**src/rtl/lfsr_sng.sv**
```systemverilog
// lfsr_sng: binary -> unipolar stochastic bitstream, one full LFSR period per start.
// Ports: clk, rst (sync, high); in start/value/hold; out bit_out/bit_valid/busy/done.
module lfsr_sng #(
  parameter int WIDTH = 8,
  parameter int SEED  = 1
) (
  input  logic             clk,
  input  logic             rst,
  input  logic             start,
  input  logic [WIDTH-1:0] value,
  input  logic             hold,
  output logic             bit_out,
  output logic             bit_valid,
  output logic             busy,
  output logic             done
);

  localparam int LEN = (1 << WIDTH) - 1;

  // Maximal-length taps, bit t-1 set for 1-based tap t.
  function automatic logic [15:0] tap_mask(input int w);
    case (w)
      4:       return 16'h000C;
      5:       return 16'h0014;
      6:       return 16'h0030;
      7:       return 16'h0060;
      8:       return 16'h00B8;
      9:       return 16'h0110;
      10:      return 16'h0240;
      11:      return 16'h0500;
      12:      return 16'h0829;
      13:      return 16'h100D;
      14:      return 16'h2015;
      15:      return 16'h6000;
      16:      return 16'hD008;
      default: return 16'h0000;
    endcase
  endfunction

  localparam logic [WIDTH-1:0] MASK   = WIDTH'(tap_mask(WIDTH));
  localparam logic [WIDTH-1:0] SEED_V = WIDTH'(SEED);
  localparam logic [WIDTH-1:0] LAST   = WIDTH'(LEN - 1);

  if (WIDTH < 4 || WIDTH > 16) begin : g_bad_width
    $error("lfsr_sng: WIDTH must be within 4..16");
  end
  if (SEED <= 0 || SEED > LEN) begin : g_bad_seed
    $error("lfsr_sng: SEED must be nonzero and below 2^WIDTH");
  end

  typedef enum logic [1:0] {
    IDLE,
    RUN,
    DONE
  } state_t;

  state_t           state, state_d;
  logic [WIDTH-1:0] lfsr, lfsr_d;
  logic [WIDTH-1:0] value_q, value_d;
  logic [WIDTH-1:0] cnt, cnt_d;
  logic             fb;
  logic [WIDTH-1:0] lfsr_step;

  assign fb        = ^(lfsr & MASK);
  assign lfsr_step = {lfsr[WIDTH-2:0], fb};

  always_comb begin
    state_d   = state;
    lfsr_d    = lfsr;
    value_d   = value_q;
    cnt_d     = cnt;
    bit_out   = 1'b0;
    bit_valid = 1'b0;
    busy      = 1'b0;
    done      = 1'b0;
    unique case (state)
      IDLE: begin
        if (start) begin
          value_d = value;
          lfsr_d  = SEED_V;
          cnt_d   = '0;
          state_d = RUN;
        end
      end
      RUN: begin
        busy      = 1'b1;
        bit_out   = (lfsr <= value_q);
        bit_valid = ~hold;
        if (!hold) begin
          lfsr_d = lfsr_step;
          // cnt saturates at LAST so it never wraps.
          if (cnt == LAST) begin
            state_d = DONE;
          end else begin
            cnt_d = cnt + 1'b1;
          end
        end
      end
      DONE: begin
        busy    = 1'b1;
        done    = 1'b1;
        state_d = IDLE;
      end
      default: state_d = IDLE;
    endcase
  end

  always_ff @(posedge clk) begin
    if (rst) begin
      state   <= IDLE;
      lfsr    <= SEED_V;
      value_q <= '0;
      cnt     <= '0;
    end else begin
      state   <= state_d;
      lfsr    <= lfsr_d;
      value_q <= value_d;
      cnt     <= cnt_d;
    end
  end

endmodule
```
**config.mk**
```make
export PLATFORM = sky130hd
export DESIGN_NAME = lfsr_sng
export DESIGN_NICKNAME = d
export VERILOG_FILES = /design/src/rtl/lfsr_sng.sv
export SDC_FILE = /design/constraint.sdc
export NUM_CORES = 1
export LEC_CHECK = 0
export CAP_MARGIN = 0
export CELL_PAD_IN_SITES_DETAIL_PLACEMENT = 1
export CELL_PAD_IN_SITES_GLOBAL_PLACEMENT = 1
export CORE_UTILIZATION = 44
export DETAILED_ROUTE_END_ITERATION = 12
export PLACE_DENSITY_LB_ADDON = 0.1
export SYNTH_ARGS = -nofsm -noshare
export SYNTH_HDL_FRONTEND = slang
export SYNTH_SLANG_ARGS = --single-unit
```
**constraint.sdc**
```tcl
create_clock -name clk -period 3.25 [get_ports clk]
set_input_delay 0.65 -clock clk [delete_from_list [all_inputs] [get_ports clk]]
set_output_delay 0.65 -clock clk [all_outputs]
set_load 0.01 [all_outputs]
```
# After elaboration in Yosys (flattened, before gate mapping)
# Index checks and enable logic that the tools add are counted.
# word_totals
out_inout_bits,4
register_bits,26
elab_cells,37
input_bits,12
# op_classes
order_cmp,1
add_sub_neg,1
muxes,15
bitwise,1
eq_ne,7
reduce_logical,8
# ops
operator,n
2-to-1 mux 8 bit,5
case mux 8 bit (2 select lines),2
adder 8 x 1 -> 8 bit (second input constant),1
equality test 8 bit (second input constant),1
less-or-equal comparator 8 bit,1
inequality test 2 bit (second input constant),4
parity 8 bit,1
2-to-1 mux 2 bit,3
AND reduction 3 bit,2
2-to-1 mux 1 bit,4
case mux 2 bit (2 select lines),1
AND reduction 4 bit,1
equality test 2 x 1 -> 1 bit (second input constant),1
equality test 2 bit (second input constant),1
logical NOT 2 bit,1
AND reduction 2 bit,1
nonzero test 2 bit,1
OR reduction 2 bit,1
inverter 1 bit,1

# Longest topological paths before layout
# Gate-level depths: netlist (run 1).
# logic_depth
ltp_word,4
depth_mapped,8
ltp_nobuf,6

# Worst setup path after synthesis (run 1)
# No wires, ideal clock.
# synth_timing
kind,flip-flop to output port
startpoint,register value_q[2]
endpoint,output port bit_out
t_required_ns,2.600
path_buffers,0
path_stages_with_launch,7
slack_ns,1.395
arrival_ns,1.205
cell_sequence,dfxtp_1 > inv_1 > ha_1 > nand3_1 > o22ai_1 > nor2_1 > o311a_1
# synth_via
elab_chain_len,2
# synth_lines
element,line_no,text
"start, declared",59,"logic [WIDTH-1:0] value_q, value_d;"
"start signal, assigned",117,value_q <= value_d;
less-or-equal comparator 8 bit,87,bit_out = (lfsr <= value_q);
2-to-1 mux 1 bit,76,unique case (state)
"end, declared",12,"output logic bit_out,"
# Every way passes these cells.

# Final worst setup path (run 1)
# layout_timing
startpoint,register lfsr[5]
endpoint,output port bit_out
# layout_via
elab_chain_len,2
# layout_lines
element,line_no,text
"start, declared",58,"logic [WIDTH-1:0] lfsr, lfsr_d;"
"start signal, assigned",116,lfsr <= lfsr_d;
less-or-equal comparator 8 bit,87,
2-to-1 mux 1 bit,76,
# Every way passes these cells.

==> reports/metrics.csv, run 1 <==
stage,metric,value,unit
routing,DRT Pass-1 Iters,4,
floorplanning,die span in y,58.7,microns
critical_path,worst endpoint required time,2.60,ns
cts,CTS tree,done,
hold_path,Hold Path Origin,value_q[7]$_SDFFE_PP0P_,
placed_design,gpl congestion,0.820,
cts,CTS H-tree lvls,1,
critical_path,worst reg2reg setup slack,1.06,ns
power,worst IR drop on VDD,0.200,mV
routing,final wirelength,3.42,mm
critical_path,chain of cells forming the critical path,ha_1 > a21oi_1 > o21ai_0 > o21ai_0 > o311a_1 > clkdlybuf4s50_1,
critical_path,CP endpoint kind,output port,
sta,TNS Setup,0,ns
hold_path,Hold Path Sink,value_q[7]$_SDFFE_PP0P_,
grt,vias in the first global route,1281,
synth,post-synth design cell area,0.00141,sq mm
critical_path,peak fanout along the critical path,4,
run_status,status,finished clean,
sta,RSZ-0062 raised after global routing,no,
placed_design,placed wire-length estimate,2.54,mm
layout,layout cells sized above 1,0.0370,
grt,initial antenna violation count,0,
power,Leak,0.597,nW
cts,Post-CTS Setup Bufs,0,
grt,first-pass GRT wire length,5.93,mm
synth,"Seq/Total Area, Yosys",0.368,
routing,First DRT Iteration DRCs,66,
sta,fin crit share,0.853,
routing,Vias/cell,5.56,
routing,routed via count,1295,
floorplanning,die area,0.00344,sq mm
critical_path,kind of critical path,register to output port,
cts,TritonCTS buffer count,3,
routing,drt wl/cell,14.7,microns
routing,antenna-violating nets left,0,
placed_design,I/O Buffers,15,
placed_design,placed cells,229,
power,Gate power share,0.195,
power,Psw,0.182,mW
critical_path,RR Endpoint,cnt[0]$_SDFFE_PP0P_,
synth,Mapped Cells,176,
sta,Worst Tran Pin Value,0.834,ns
critical_path,WP data arrival,2.12,ns
sta,clock skew,0.00194,ns
grt,total track usage,0.228,
cts,clock-pin slew on the worst setup and hold paths,0.15,ns
synth,Yosys warnings,0,
synth,post-synth net total,201,
sta,maximum clock frequency,361,MHz
floorplanning,core box area,0.00305,sq mm
cts,clock latency on the worst-skew pair,0.33,ns
hold_path,hold path depth,2,
power,Reg power frac,0.534,
sta,Final setup viols,0,
critical_path,startpoint type of the worst setup path,register,
grt,Overflow after GRT,0,
cts,Resized cells post-CTS,0,
synth,synthesized area per cell,8.03,sq um
critical_path,CP dominant cell by count,o21ai_0,
floorplanning,Initial Util,0.463,
sta,max-slew violations,0,
critical_path,reg2reg path depth,6,
sta,Slew headroom,0.442,
critical_path,worst stage delay on the critical path,0.53,ns
layout,Layout Cells excl Fill,233,
critical_path,Crit Reg-Reg Startpoint,state[0]$_SDFFE_PP0P_,
grt,largest net degree at the start of global routing,22,
critical_path,CP max-delay cell,clkdlybuf4s50_1,
layout,Filler Cell Count,383,
power,clock network fraction of total power,0.271,
cts,root buf cell,clkbuf_4,
cts,"Hold-fix buffers, CTS",0,
routing,Residual DRC,0,
synth,"Distinct cells, synth",29,
cts,total clock sinks,26,
floorplanning,chip width,58.7,microns
layout,Area Growth Syn to Fin,15.4,%
synth,Synth Register Bits,26,
sta,"Min Clock Period, post-route",2.77,ns
flow_run,# Max-Cap Violations,0,
layout,antenna cells,0,
cts,Max Buffers Root-to-Sink,2,
hold_path,Hold Crit Class,register to register,
floorplanning,I/O pin count,16,
power,switching share of power,0.288,
power,Pwr per Cell Area,388,mW/mm^2
floorplanning,Rows,20,
layout,nets,215,
power,Int Pwr,0.450,mW
sta,Fin. Hold Viols,0,
-- worst max path at each step --
stage                                        from   endpoint  slack, ns  depth (start not counted)
final                        lfsr[5]$_SDFFE_PP0P_    bit_out       0.48                          6
after global routing      value_q[7]$_SDFFE_PP0P_    bit_out       0.33                          7
after detailed placement                     hold  bit_valid       0.69                          4
after floorplan           value_q[2]$_SDFFE_PP0P_    bit_out       1.39                          6
after CTS                 value_q[5]$_SDFFE_PP0P_    bit_out       0.46                          7
after global placement                       hold  bit_valid       0.73                          4
-- power by group through the flow --
| stage | sequential (mW) | clock [mW] | combinational (mW) |
|---|---|---|---|
| floorplan | 0.342 | 0 | 0.0834 |
| global placement | 0.344 | 0 | 0.117 |
| detailed placement | 0.345 | 0 | 0.123 |
| CTS | 0.338 | 0.177 | 0.124 |
| global route | 0.339 | 0.191 | 0.139 |
| finish | 0.337 | 0.171 | 0.123 |
-- final cells by class --
cell class,count,area [sq um],share of cell area
Sequential cell,26,520,0.319
Multi-Input combinational cell,126,793,0.487
Tap cell,44,55.1,0.0338
Clock buffer,4,36.3,0.0223
Timing Repair Buffer,17,165,0.101
Inverter,16,60.1,0.0368
-- registers in the layout, summed over array words and instances (netlist names) --
| register | cells |
|---|---|
| cnt | 8 |
| lfsr | 8 |
| value_q | 8 |
| state | 2 |
-- logic make-up after synthesis --
family                   synth area share
XOR/XNOR                           0.0186
flip-flops                          0.368
AND/OR/NAND/NOR                     0.219
adder cells (fa/ha/maj)             0.115
buffers and inverters              0.0700
AO/OA/AOI/OAI                       0.209
-- per-layer routing --
metal,routed length [microns],track usage,share of wire
met1,1710,0.305,0.50
met2,1620,0.379,0.47
met3,40,0.0264,0.012
met4,47,0.0816,0.014
met5,0,0,0
-- cells in the final DEF, fill, tap and decap left out, drive strengths merged --
cell type,n
a21oi,27
dfxtp,26
nand2,20
inv,16
clkdlybuf4s50,15
ha,13
nand4,11
nand3,11
o21ai,7
nor2,5
or3,5
o31ai,4
clkbuf,4
xnor2,3
a211o,3
or4,3
nand2b,3
a211oi,2
buf,2
o22ai,1
o311a,1
nor2b,1
a21o,1
a221oi,1
o21bai,1
o211ai,1
a31oi,1
nor3,1
-- critical path: cells and delay by family (launching register included) --
family / cells / cell delay, ns
compound gates: 4 / 0.53
fa+ha+maj: 1 / 0.28
buf+inv: 1 / 0.53
flops: 1 / 0.44
-- through the flow --
step	cell area (sq um)	hold slack (ns)	utilization	total power, mW	worst slack, ns
finish	1630	0.471	0.534	0.632	0.478
global route	1630	0.495	0.534	0.669	0.331
CTS	1630	0.477	0.534	0.638	0.455
detailed placement	1590	0.457	0.522	0.468	0.685
global placement	1590	0.447	0.522	0.461	0.725
floorplan	1410	0.436	-	0.426	1.39
-- synth_stat cells --
library cell	n	share of area
a21oi_1	27	0.096
dfxtp_1	26	0.37
nand2_1	20	0.053
inv_1	16	0.043
ha_1	13	0.12
nand3_1	11	0.039
nand4_1	11	0.049
o21ai_0	7	0.025
clkbuf_1	6	0.016
nor2_1	5	0.013
or3_1	5	0.022
o31ai_1	4	0.021
a211o_1	3	0.019
or4_1	3	0.016
xnor2_1	3	0.019
a211oi_1	2	0.011
nand2b_1	2	0.0089
a21o_1	1	0.0053
a221oi_1	1	0.0062
a31oi_1	1	0.0044
buf_2	1	0.0035
buf_6	1	0.0080
nand2b_4	1	0.0097
nor2b_1	1	0.0044
nor3_1	1	0.0035
o211ai_1	1	0.0053
o21bai_1	1	0.0053
o22ai_1	1	0.0044
o311a_1	1	0.0071
No activity file was read; power rests on OpenSTA's default activity.
==> run 2, diff against run 1 <==
--- a/config.mk
+++ b/config.mk
@@ -11,6 +11,8 @@
 export CORE_UTILIZATION = 44
 export DETAILED_ROUTE_END_ITERATION = 12
 export PLACE_DENSITY_LB_ADDON = 0.1
+export SLEW_MARGIN = 20
 export SYNTH_ARGS = -nofsm -noshare
 export SYNTH_HDL_FRONTEND = slang
 export SYNTH_SLANG_ARGS = --single-unit
+export TNS_END_PERCENT = 100
==> results of run 2 <==
Same layout as run 1: the final DEF is identical, and so are final timing and power.
